===== src/rtl/i2c_reg_seq.sv =====
`timescale 1ns/1ps
// Register-access sequencer for a Wishbone I2C master core: one request becomes
// a full byte write or a write-address/repeated-start/read-byte transfer on the slave.
module i2c_reg_seq #(
   parameter logic [15:0] PRESCALE = 16'd99,
   parameter logic [11:0] POLL_MAX = 12'd4095
) (
   input  logic       wb_clk_i,
   input  logic       arst_i,
   input  logic       req_valid,
   output logic       req_ready,
   input  logic       req_rnw,
   input  logic [6:0] req_dev,
   input  logic [7:0] req_reg,
   input  logic [7:0] req_wdata,
   output logic       rsp_valid,
   output logic [7:0] rsp_rdata,
   output logic [1:0] rsp_err,
   output logic [2:0] m_adr_o,
   output logic [7:0] m_dat_o,
   input  logic [7:0] m_dat_i,
   output logic       m_we_o,
   output logic       m_stb_o,
   output logic       m_cyc_o,
   input  logic       m_ack_i
);
   localparam logic [2:0] ADR_TXR = 3'd3;
   localparam logic [2:0] ADR_CR  = 3'd4;
   localparam int SR_RXACK = 7, SR_BUSY = 6, SR_AL = 5, SR_TIP = 1, CR_WR = 4;
   localparam logic [1:0] ERR_OK = 2'b00, ERR_NACK = 2'b01, ERR_AL = 2'b10, ERR_TOUT = 2'b11;

   typedef enum logic [3:0] {
      INIT, IDLE, STEP_TXR, STEP_CR, POLL, RD_RXR, ABORT, ABORT_POLL, DONE
   } state_t;

   state_t      state, state_n;
   logic [1:0]  init_idx, init_idx_n, step, step_n, err_pend, err_pend_n, rsp_err_n;
   logic        rnw, rnw_n;
   logic [6:0]  dev, dev_n;
   logic [7:0]  reg_idx, reg_idx_n, wdata, wdata_n, rsp_rdata_n;
   logic [11:0] poll_cnt, poll_cnt_n, poll_inc;
   logic        cyc, cyc_n, we, we_n;
   logic [2:0]  adr, adr_n;
   logic [7:0]  dat, dat_n;
   logic [7:0]  txr_val, cr_val, init_val;
   logic        last_step, ack;
   logic        acc_req, acc_we;
   logic [2:0]  acc_adr;
   logic [7:0]  acc_dat;

   assign req_ready = (state == IDLE);
   assign rsp_valid = (state == DONE);
   assign m_cyc_o   = cyc;
   assign m_stb_o   = cyc;
   assign m_we_o    = we;
   assign m_adr_o   = adr;
   assign m_dat_o   = dat;
   assign poll_inc  = poll_cnt + 12'd1;
   assign ack       = cyc && m_ack_i;

   // Per-step TXR/CR values; read step 3 is the receive command and has no TXR load.
   always_comb begin
      txr_val   = 8'h00;
      cr_val    = 8'h68;
      init_val  = 8'h80;
      last_step = rnw ? (step == 2'd3) : (step == 2'd2);
      case (step)
         2'd0: begin txr_val = {dev, 1'b0}; cr_val = 8'h90; end
         2'd1: begin txr_val = reg_idx;     cr_val = 8'h10; end
         2'd2: begin
            txr_val = rnw ? {dev, 1'b1} : wdata;
            cr_val  = rnw ? 8'h90 : 8'h50;
         end
         default: ;
      endcase
      case (init_idx)
         2'd0:    init_val = PRESCALE[7:0];
         2'd1:    init_val = PRESCALE[15:8];
         default: init_val = 8'h80;
      endcase
   end

   // Bus access wanted by the current state.
   always_comb begin
      acc_req = 1'b1;
      acc_we  = 1'b0;
      acc_adr = ADR_CR;
      acc_dat = 8'h00;
      case (state)
         INIT:     begin acc_we = 1'b1; acc_adr = {1'b0, init_idx}; acc_dat = init_val; end
         STEP_TXR: begin acc_we = 1'b1; acc_adr = ADR_TXR; acc_dat = txr_val; end
         STEP_CR:  begin acc_we = 1'b1; acc_dat = cr_val; end
         RD_RXR:   acc_adr = ADR_TXR;
         ABORT:    begin acc_we = 1'b1; acc_dat = 8'h40; end
         POLL, ABORT_POLL: begin end
         default:  acc_req = 1'b0;
      endcase
   end

   always_comb begin
      state_n     = state;
      init_idx_n  = init_idx;
      step_n      = step;
      err_pend_n  = err_pend;
      rsp_err_n   = rsp_err;
      rsp_rdata_n = rsp_rdata;
      rnw_n       = rnw;
      dev_n       = dev;
      reg_idx_n   = reg_idx;
      wdata_n     = wdata;
      poll_cnt_n  = poll_cnt;
      cyc_n       = cyc;
      we_n        = we;
      adr_n       = adr;
      dat_n       = dat;

      // A new access launches only from a cycle with cyc low, giving the idle gap after each ack.
      if (cyc) begin
         if (m_ack_i) cyc_n = 1'b0;
      end else if (acc_req) begin
         cyc_n = 1'b1;
         we_n  = acc_we;
         adr_n = acc_adr;
         dat_n = acc_dat;
      end

      case (state)
         INIT: if (ack) begin
            if (init_idx == 2'd2) begin
               init_idx_n = 2'd0;
               state_n    = IDLE;
            end else begin
               init_idx_n = init_idx + 2'd1;
            end
         end
         IDLE: if (req_valid) begin
            rnw_n     = req_rnw;
            dev_n     = req_dev;
            reg_idx_n = req_reg;
            wdata_n   = req_wdata;
            step_n    = 2'd0;
            state_n   = STEP_TXR;
         end
         STEP_TXR: if (ack) state_n = STEP_CR;
         STEP_CR: if (ack) begin
            poll_cnt_n = 12'd0;
            state_n    = POLL;
         end
         POLL: if (ack) begin
            poll_cnt_n = poll_inc;
            if (!m_dat_i[SR_TIP]) begin
               if (m_dat_i[SR_AL]) begin
                  rsp_err_n = ERR_AL;
                  state_n   = DONE;
               end else if (m_dat_i[SR_RXACK] && cr_val[CR_WR]) begin
                  err_pend_n = ERR_NACK;
                  state_n    = ABORT;
               end else if (last_step) begin
                  if (rnw) begin
                     state_n = RD_RXR;
                  end else begin
                     rsp_err_n = ERR_OK;
                     state_n   = DONE;
                  end
               end else begin
                  step_n  = step + 2'd1;
                  state_n = (rnw && step == 2'd2) ? STEP_CR : STEP_TXR;
               end
            end else if (poll_inc >= POLL_MAX) begin
               err_pend_n = ERR_TOUT;
               state_n    = ABORT;
            end
         end
         RD_RXR: if (ack) begin
            rsp_rdata_n = m_dat_i;
            rsp_err_n   = ERR_OK;
            state_n     = DONE;
         end
         ABORT: if (ack) state_n = ABORT_POLL;
         ABORT_POLL: if (ack && !m_dat_i[SR_BUSY]) begin
            rsp_err_n = err_pend;
            state_n   = DONE;
         end
         DONE:    state_n = IDLE;
         default: state_n = INIT;
      endcase
   end

   always_ff @(posedge wb_clk_i or negedge arst_i) begin
      if (!arst_i) begin
         state     <= INIT;
         init_idx  <= 2'd0;
         step      <= 2'd0;
         err_pend  <= ERR_OK;
         rsp_err   <= ERR_OK;
         rsp_rdata <= 8'h00;
         rnw       <= 1'b0;
         dev       <= 7'h00;
         reg_idx   <= 8'h00;
         wdata     <= 8'h00;
         poll_cnt  <= 12'd0;
         cyc       <= 1'b0;
         we        <= 1'b0;
         adr       <= 3'd0;
         dat       <= 8'h00;
      end else begin
         state     <= state_n;
         init_idx  <= init_idx_n;
         step      <= step_n;
         err_pend  <= err_pend_n;
         rsp_err   <= rsp_err_n;
         rsp_rdata <= rsp_rdata_n;
         rnw       <= rnw_n;
         dev       <= dev_n;
         reg_idx   <= reg_idx_n;
         wdata     <= wdata_n;
         poll_cnt  <= poll_cnt_n;
         cyc       <= cyc_n;
         we        <= we_n;
         adr       <= adr_n;
         dat       <= dat_n;
      end
   end
endmodule


===== config.mk =====
export PLATFORM = sky130hd
export DESIGN_NAME = i2c_reg_seq
export DESIGN_NICKNAME = d
export VERILOG_FILES = /design/src/rtl/i2c_reg_seq.sv
export SDC_FILE = /design/constraint.sdc
export NUM_CORES = 1
export LEC_CHECK = 0
export BUFFER_PORTS_ARGS = -buffer_cell sky130_fd_sc_hd__buf_2
export CAP_MARGIN = 15
export CORE_ASPECT_RATIO = 1.2
export CORE_UTILIZATION = 56
export DETAILED_ROUTE_END_ITERATION = 16
export PLACE_DENSITY = 0.8
export SLEW_MARGIN = 20
export SYNTH_ARGS = -nofsm -noshare
export SYNTH_HDL_FRONTEND = slang
export SYNTH_SLANG_ARGS = --single-unit

===== constraint.sdc =====
create_clock -name wb_clk_i -period 2.6 [get_ports wb_clk_i]
set_input_delay 0 -clock wb_clk_i [delete_from_list [all_inputs] [get_ports wb_clk_i]]
set_output_delay 0 -clock wb_clk_i [all_outputs]
set_load 0.01 [all_outputs]

# --- Word level (Yosys, flattened, before mapping) ---
# Cells that the tools add are included.
word_totals:
  in_bits: 36
  ramBits: 0
  latchBits: 0
  mem_count: 0
  ff_bits: 69
  mem_bits_ro: 0
classes:
  magnitude_cmp: 1
  add_sub_neg: 3
  n_mul: 0
  n_div: 0
  bitwise_logic: 1
  muxes: 54
  shifts: 0
  n_eq_ne: 32
  reduce_logical: 24
ops:
  columns: ["operator", "count"]
  rows:
  - ["4-bit 2-to-1 mux", 15]
  - ["8-bit one-hot mux with 3 select lines", 2]
  - ["2-bit 2-to-1 mux", 19]
  - ["4-bit one-hot mux with 9 select lines", 1]
  - ["8-bit one-hot mux with 4 select lines", 1]
  - ["2-bit != test (second input constant)", 14]
  - ["12-bit 2-to-1 mux", 2]
  - ["12-bit one-hot mux with 2 select lines", 1]
  - ["4-bit by 3-bit == test with 1-bit output (second input constant)", 4]
  - ["8-bit 2-to-1 mux", 2]
  - ["8-bit one-hot mux with 2 select lines", 1]
  - ["12-bit by 1-bit adder with 12-bit output (second input constant)", 1]
  - ["12-bit greater-or-equal comparator (second input constant)", 1]
  - ["3-bit != test (second input constant)", 4]
  - ["10-bit AND reduction", 1]
  - ["4-bit by 2-bit == test with 1-bit output (second input constant)", 2]
  - ["2-bit AND reduction", 4]
  - ["8-bit AND reduction", 1]
  - ["1-bit 2-to-1 mux", 7]
  - ["7-bit AND reduction", 1]
  - ["7-bit OR reduction", 1]
  - ["2-bit == test (second input constant)", 3]
  - ["2-bit one-hot mux with 3 select lines", 1]
  - ["3-bit one-hot mux with 2 select lines", 1]
  - ["17 further kinds", 25]

# --- Depth between registers and ports, before layout ---
# Gate-level depths: netlist (run 1).
logic_depth:
  word_depth: 9
  ltp_mapped: 8
  ltp_nobuf: 7

# --- Worst setup path before layout (run 1) ---
# Ideal clock, no wire load.
synth_path:
  kind: "flip-flop to flip-flop"
  from: "register step[1]"
  to: "register step[0]"
  n_path_buf: 1
  setup_slack_ps: 678
  t_required_ps: 2517
  stages_incl_launch_ff: 8
  arrival_time_ps: 1840
  path_cell_list: "dfrtp_1 > ha_1 > clkbuf_2 > mux2_1 > or4_1 > a21oi_1 > mux2i_1 > o21ai_0"
synth_via:
  elab_chain_cells: 5
  elab_cells_between_ends: 10
  classes_between: "5 x eq/ne; 2 x mux; 3 x reduce/logical"
synth_lines:
  columns: ["element", "line_no", "rtl"]
  rows:
  - ["start: declaration", "37", "logic [1:0] init_idx, init_idx_n, step, step_n, err_pend, err_pend_n, rsp_err_n;"]
  - ["start signal: assignment", "209", "step <= step_n;"]
  - ["2-bit == test (tied with other cells)", "66, 67", null]
  - ["8-bit one-hot mux with 3 select lines", "67", "case (step)"]
  - ["1-bit logical AND", "155", "end else if (m_dat_i[SR_RXACK] && cr_val[CR_WR]) begin"]
  - ["2-bit != test (no source line)", null, null]
  - ["7-bit AND reduction (no source line) *", null, null]
# Every way passes the cells marked *; elsewhere a longest branch is shown, timed or not.
# A chain may end at the register's enable or synchronous reset.

# --- Final worst setup path (run 1) ---
layout_path:
  from: "register step[0]"
  to: "register rsp_err[1]"
layout_via:
  elab_chain_cells: 5
  elab_cells_between_ends: 10
  classes_between: "5 x eq/ne; 2 x mux; 3 x reduce/logical"
layout_lines:
  columns: ["element", "line_no", "rtl"]
  rows:
  - ["2-bit == test (tied with other cells)", "66, 67", null]
  - ["8-bit one-hot mux with 3 select lines", "67", null]
  - ["1-bit logical AND", "155", null]
  - ["3-bit != test (no source line)", null, null]
  - ["8-bit AND reduction (no source line) *", null, null]
  - ["end signal: assignment", "211", "rsp_err <= rsp_err_n;"]
  - ["end: declaration", "18", "output logic [1:0] rsp_err,"]
# Marks and branches as above.

==> results.json, run 1 <==
{
  "p_leak_nw": 2.05,
  "cp.required_ns": 2.84,
  "r2r.worst_path.cells": 6,
  "drcViolationCount": 0,
  "drive_gt1_share_pct": 29.6,
  "timing.setup.tns_ns": 0,
  "ys.flop_type": "dfrtp_1",
  "syn-num-nets": 385,
  "intPower_mw": 2.92,
  "antennaDiodeCount": 0,
  "cts-buffers-inserted": 9,
  "synth_edf_count": 0,
  "start_util_pct": 58.9,
  "hold_start": "m_dat_i[5]",
  "hold_end": "err_pend[1]",
  "cp_cell_sequence": "inv_1 -> ha_1 -> nor2b_1 -> nand2_1 -> a21oi_2 -> mux2_2",
  "antenna_left": 0,
  "nNetsFinal": 471,
  "path_clk_slew_ns": 0.07,
  "crit_start": "step[0]",
  "synth_largest_area_cell": "dfrtp_1",
  "drv_cap": 0,
  "die_w_um": 75.3,
  "crit_path_end_kind": "flip-flop",
  "cp-start-kind": "flip-flop",
  "cts.sinks": 69,
  "cts.htree.levels": 3,
  "area_growth_pct": 24.0,
  "insertion_delay_ns": 0.36,
  "maxSlewViolCount": 0,
  "synth.top_cell.area_share_pct": 47.9,
  "max_stage_delay_ns": 0.67,
  "drt_iter0_drc": 260,
  "hold_class": "primary input to flip-flop",
  "place_congestion": 0.828,
  "status": "complete, no violations",
  "synth_area_per_cell_sq_um": 10.5,
  "switchingPower_mw": 1.89,
  "coreArea_sq_um": 6130,
  "pwr-share-seq_pct": 40.8,
  "period_minus_slack_ns": 2.31,
  "crit_path_max_fanout": 10,
  "hold_depth": 3,
  "max_freq_ghz": 0.433,
  "viasPerCell": 6.09,
  "criticalPathCategory": "flip-flop to flip-flop",
  "finalCritPeriodShare_pct": 88.8,
  "hpwl_um": 5570,
  "final_common_cell": "dfrtp_1",
  "utilization_pct": 73.0,
  "rsz0062_at_grt": "no",
  "grt_pass1_wl_um": 14800,
  "syn_inst": 343,
  "grt_overflow": 0,
  "r2r_slack_ns": 0.29,
  "relSlewSlack_pct": 45.5,
  "timing.final.hold_violations": 0,
  "rows": 31,
  "n_fill_cell": 458,
  "grt_pass1_vias": 3091,
  "synth_warnings": 0,
  "clock_skew_ns": 0.0127,
  "crit_arrival_ns": 2.55,
  "die_area_sq_um": 6770,
  "totalWireLength_um": 9030,
  "synthArstFlopShare_pct": 100,
  "vdd_drop_max_mv": 0.641,
  "switching_share_pct": 39.3,
  "grt_max_degree": 70,
  "pin_count": 62,
  "slowest_stage": "nor2b_1",
  "synthTopCellsByArea": "dfrtp_1 48%, mux2_2 11%, o21ai_0 3.6%",
  "setup_viol": 0,
  "powerDensity_nw_per_um2": 1070,
  "die-height_um": 89.9,
  "combPwrFrac_pct": 40.6,
  "r2r_start": "step[0]",
  "tightest_slew_ns": 0.811,
  "num_vias": 3134,
  "grt_use_total_pct": 29.3,
  "clockRootBuffer": "clkbuf_8",
  "seq_area_frac_synth_pct": 47.9,
  "r2r-end": "rsp_err[1]",
  "yosysUniqueCellTypes": 57,
  "synth-seq-cells": 69,
  "avgRoutedWirePerCell_um": 17.5,
  "cts_tree": "done",
  "syn-cell-area_sq_um": 3610,
  "hold_slack_ns": 0.0319,
  "grt_antenna_before_repair": 0,
  "cts_buffer_depth": 2,
  "numPortBuffers": 61,
  "cts_setup_buffers": 0,
  "layout_common_cells": "69 x dfrtp_1, 61 x buf_2, 34 x mux2_2, 33 x dlygate4sd3_1",
  "p_clk_share_pct": 18.7,
  "drt_pass1_iterations": 8
}
==> flip-flops by register name, summed over array words and instances, names as in the netlist <==
name       count
poll_cnt      12
m_dat_o        8
reg_idx        8
rsp_rdata      8
wdata          8
dev            7
state          4
m_adr_o        3
err_pend       2
init_idx       2
rsp_err        2
step           2
m_cyc_o        1
m_we_o         1
rnw            1
==> through the flow <==
step	instance area [sq um]	setup slack (ns)	instances	total power [mW]
floorplan	3610	0.678	343	3.27
global placement	3950	0.445	467	3.73
detailed placement	3950	0.350	467	3.82
CTS	4470	0.346	515	4.75
global route	4470	0.180	515	5.11
finish	4470	0.291	515	4.81
==> Yosys cell counts (4+ instances only) <==
library cell,n
nand2b_1,5
nand2_1,26
nor2b_1,9
nand3_1,10
mux2_2,34
a222oi_1,6
nor3_1,4
o21ai_0,26
a22o_1,10
o22ai_1,7
dfrtp_1,69
clkbuf_1,13
o21ai_1,5
ha_1,6
a21o_1,7
nand4_1,7
and2_1,4
inv_1,10
buf_2,5
a21oi_1,14
nor2_1,11
a22oi_1,4
==> routing by layer <==
| metal | global-route usage, % | vias to the layer above | part of all wire [%] | wire, um |
|---|---|---|---|---|
| met5 | 0 | - | 0 | 0 |
| met4 | 16.0 | 0 | 3.3 | 295 |
| met3 | 5.27 | 27 | 4.9 | 442 |
| met2 | 48.3 | 120 | 52 | 4700 |
| met1 | 35.4 | 1542 | 40 | 3600 |
| li1 | - | 1445 | - | - |
==> how the worst max path moves through the flow <==
stage                       to  depth (start not counted)
floorplan              step[0]                          7
global placement    rsp_err[1]                          6
detailed placement  rsp_err[1]                          6
CTS                 rsp_err[1]                          6
global route        rsp_err[1]                          6
finish              rsp_err[1]                          6
==> what timing repair did <==
action,4_1_cts,5_1_grt
endpoints found under the hold margin,103,0
hold buffers,33,0
resized for setup,0,0
==> worst max-delay path: cells and delay by family (launching register included) <==
kind,cells,cell delay [ns]
multiplexers,1,0.35
AO/OA/AOI/OAI,1,0.24
adder cells (fa/ha/maj),1,0.22
AND/OR/NAND/NOR,2,0.81
flip-flops,1,0.42
buffers and inverters,1,0.14
==> power groups by stage <==
stage               logic, mW  clock network (mW)  registers, mW
finish                   1.95               0.898           1.96
global route             2.15               0.939           2.02
CTS                      1.92               0.901           1.93
detailed placement       1.87                   0           1.95
global placement         1.81                   0           1.92
floorplan                1.42                   0           1.85
==> kinds of logic after synthesis <==
logic type	synth area share (%)
buffers and inverters	4.27
AOI/OAI and AO/OA	18.0
adders and majority gates	2.39
and+or+nand+nor	15.1
DFF	47.9
muxes	11.9
xor gates and xnor gates	0.486
==> cell type report <==
type	count	area, sq um	area share [%]
flip-flops and latches	69	1730	38.6
clock inverters	5	60.1	1.34
well taps	82	103	2.29
multi-input cells	240	1730	38.6
repair buffers	98	678	15.2
inverters	11	41.3	0.923
clock buffers	10	138	3.08
Power figures use the tool's default switching activity.
==> run 2, diff against run 1 <==
--- a/config.mk
+++ b/config.mk
@@ -6,11 +6,10 @@
 export NUM_CORES = 1
 export LEC_CHECK = 0
 export BUFFER_PORTS_ARGS = -buffer_cell sky130_fd_sc_hd__buf_2
-export CAP_MARGIN = 15
 export CORE_ASPECT_RATIO = 1.2
-export CORE_UTILIZATION = 56
+export CORE_UTILIZATION = 48
 export DETAILED_ROUTE_END_ITERATION = 16
-export PLACE_DENSITY = 0.8
+export PLACE_DENSITY = 0.7
 export SLEW_MARGIN = 20
 export SYNTH_ARGS = -nofsm -noshare
 export SYNTH_HDL_FRONTEND = slang
==> constraint.sdc (replaced) <==
create_clock -name wb_clk_i -period 2.8 [get_ports wb_clk_i]
set_input_delay 0 -clock wb_clk_i [delete_from_list [all_inputs] [get_ports wb_clk_i]]
set_output_delay 0 -clock wb_clk_i [all_outputs]
set_load 0.01 [all_outputs]
==> results.json, run 2 (synthesized netlist as in run 1, its figures left out) <==
{
  "finalCritPeriodShare_pct": 81.4,
  "cts.htree.levels": 3,
  "insertion_delay_ns": 0.35,
  "nNetsFinal": 472,
  "vdd_drop_max_mv": 0.607,
  "max_freq_ghz": 0.439,
  "die_area_sq_um": 7870,
  "rsz0062_at_grt": "no",
  "grt_antenna_before_repair": 0,
  "clock_skew_ns": 0.0123,
  "status": "complete, no violations",
  "hpwl_um": 5700,
  "cts.sinks": 69,
  "cp_cell_sequence": "inv_1 -> ha_1 -> nor2b_1 -> nand2_1 -> a21oi_2 -> mux2_2",
  "period_minus_slack_ns": 2.28,
  "cp-start-kind": "flip-flop",
  "crit_arrival_ns": 2.51,
  "numPortBuffers": 61,
  "cts_tree": "done",
  "max_stage_delay_ns": 0.64,
  "clockRootBuffer": "clkbuf_8",
  "drt_iter0_drc": 207,
  "totalWireLength_um": 8450,
  "timing.setup.tns_ns": 0,
  "fin_total_pwr_mw": 4.37,
  "viasPerCell": 5.82,
  "top_register": "poll_cnt",
  "tightest_slew_ns": 0.786,
  "cts-buffers-inserted": 9,
  "largest_reg_flops": 12,
  "area_growth_pct": 23.9,
  "layout_common_cells": "69 x dfrtp_1, 61 x buf_2, 34 x mux2_2, 33 x dlygate4sd3_1",
  "relSlewSlack_pct": 47.2,
  "place_congestion": 0.810,
  "num_vias": 3048,
  "grt_pass1_vias": 2975,
  "pin_count": 62,
  "timing.final.hold_violations": 0,
  "grt_pass1_wl_um": 14000,
  "powerDensity_nw_per_um2": 979,
  "final_common_cell": "dfrtp_1",
  "slowest_stage": "nor2b_1",
  "die_w_um": 81.1,
  "cts_setup_buffers": 0,
  "grt_overflow": 0,
  "grt_max_degree": 41,
  "criticalPathCategory": "flip-flop to flip-flop",
  "antennaDiodeCount": 0,
  "drt_pass1_iterations": 5,
  "avgRoutedWirePerCell_um": 16.1,
  "setup_viol": 0,
  "cts_buffer_depth": 2,
  "drv_cap": 0,
  "antenna_left": 0,
  "p_leak_nw": 2.04,
  "cp.required_ns": 3.03,
  "path_clk_slew_ns": 0.08,
  "start_util_pct": 49.6,
  "drive_gt1_share_pct": 29.7,
  "grt_use_total_pct": 23.4,
  "crit_path_end_kind": "flip-flop",
  "rows": 34,
  "die-height_um": 97.0,
  "coreArea_sq_um": 7270,
  "maxSlewViolCount": 0,
  "hold_class": "primary input to flip-flop",
  "crit_path_max_fanout": 10,
  "drcViolationCount": 0
}
## run 2: final timing paths
kind	slack, ns	to	cells after the start	startpoint
min in group asynchronous	0.21	poll_cnt[6]	3	arst_i
max in group asynchronous	2.20	wdata[0]	3	arst_i
hold reg to reg	0.49	m_we_o	1	m_we_o
setup / recovery	0.52	rsp_err[1]	6	step[0]
setup reg to reg	0.52	rsp_err[1]	6	step[0]
hold / removal	0.06	err_pend[1]	3	m_dat_i[5]
## run 2: cell type report
type | instances | area (sq um)
Clock inverter | 6 | 63.8
Multi-Input combinational cell | 240 | 1730
Timing Repair Buffer | 99 | 673
Clock buffer | 9 | 124
Fill cell | 603 | 2810
Tap cell | 90 | 113
Inverter | 11 | 41.3
Sequential cell | 69 | 1730
## run 2: what timing repair did
action,4_1_cts,5_1_grt
hold buffers,33,0
hold endpoints to repair,101,0
endpoints found under the setup margin,0,0
gates resized for setup,0,0
## run 2: routing by layer
layer  wire [um]  up-vias  global-route usage [%]  part of all wire, %
met2        4240       86                    38.3                   50
met3         399       12                    4.91                  4.7
met4         156        0                    9.62                  1.8
li1            -     1439                       -                    -
met5           0        -                       0                    0
met1        3650     1511                    29.6                   43
## run 2: worst max-delay path: cells and delay by family (launching register included)
family | cells | cell delay (ns)
multiplexers | 1 | 0.36
buffers and inverters | 1 | 0.13
flip-flops | 1 | 0.42
adder cells (fa/ha/maj) | 1 | 0.22
AO/OA/AOI/OAI | 1 | 0.26
AND/OR/NAND/NOR | 2 | 0.79
## run 2: power breakdown
group / leakage, nW / total [mW] / switching, mW / internal (mW)
clock: 0.0915 / 0.796 / 0.390 / 0.406
combinational: 1.07 / 1.77 / 0.902 / 0.868
sequential: 0.877 / 1.81 / 0.400 / 1.41
total: 2.04 / 4.37 / 1.69 / 2.68
## run 2: metrics by stage
stage | hold slack (ns) | cell area (sq um) | utilization, % | std cells | setup WS (ns)
finish | 0.0553 | 4470 | 61.4 | 524 | 0.521
floorplan | -0.296 | 3610 | - | 343 | 0.878
detailed placement | 0.0552 | 3950 | 54.3 | 476 | 0.528
global route | 0.0495 | 4470 | 61.4 | 524 | 0.365
CTS | 0.0473 | 4470 | 61.4 | 524 | 0.530
global placement | 0.0550 | 3950 | 54.3 | 476 | 0.645
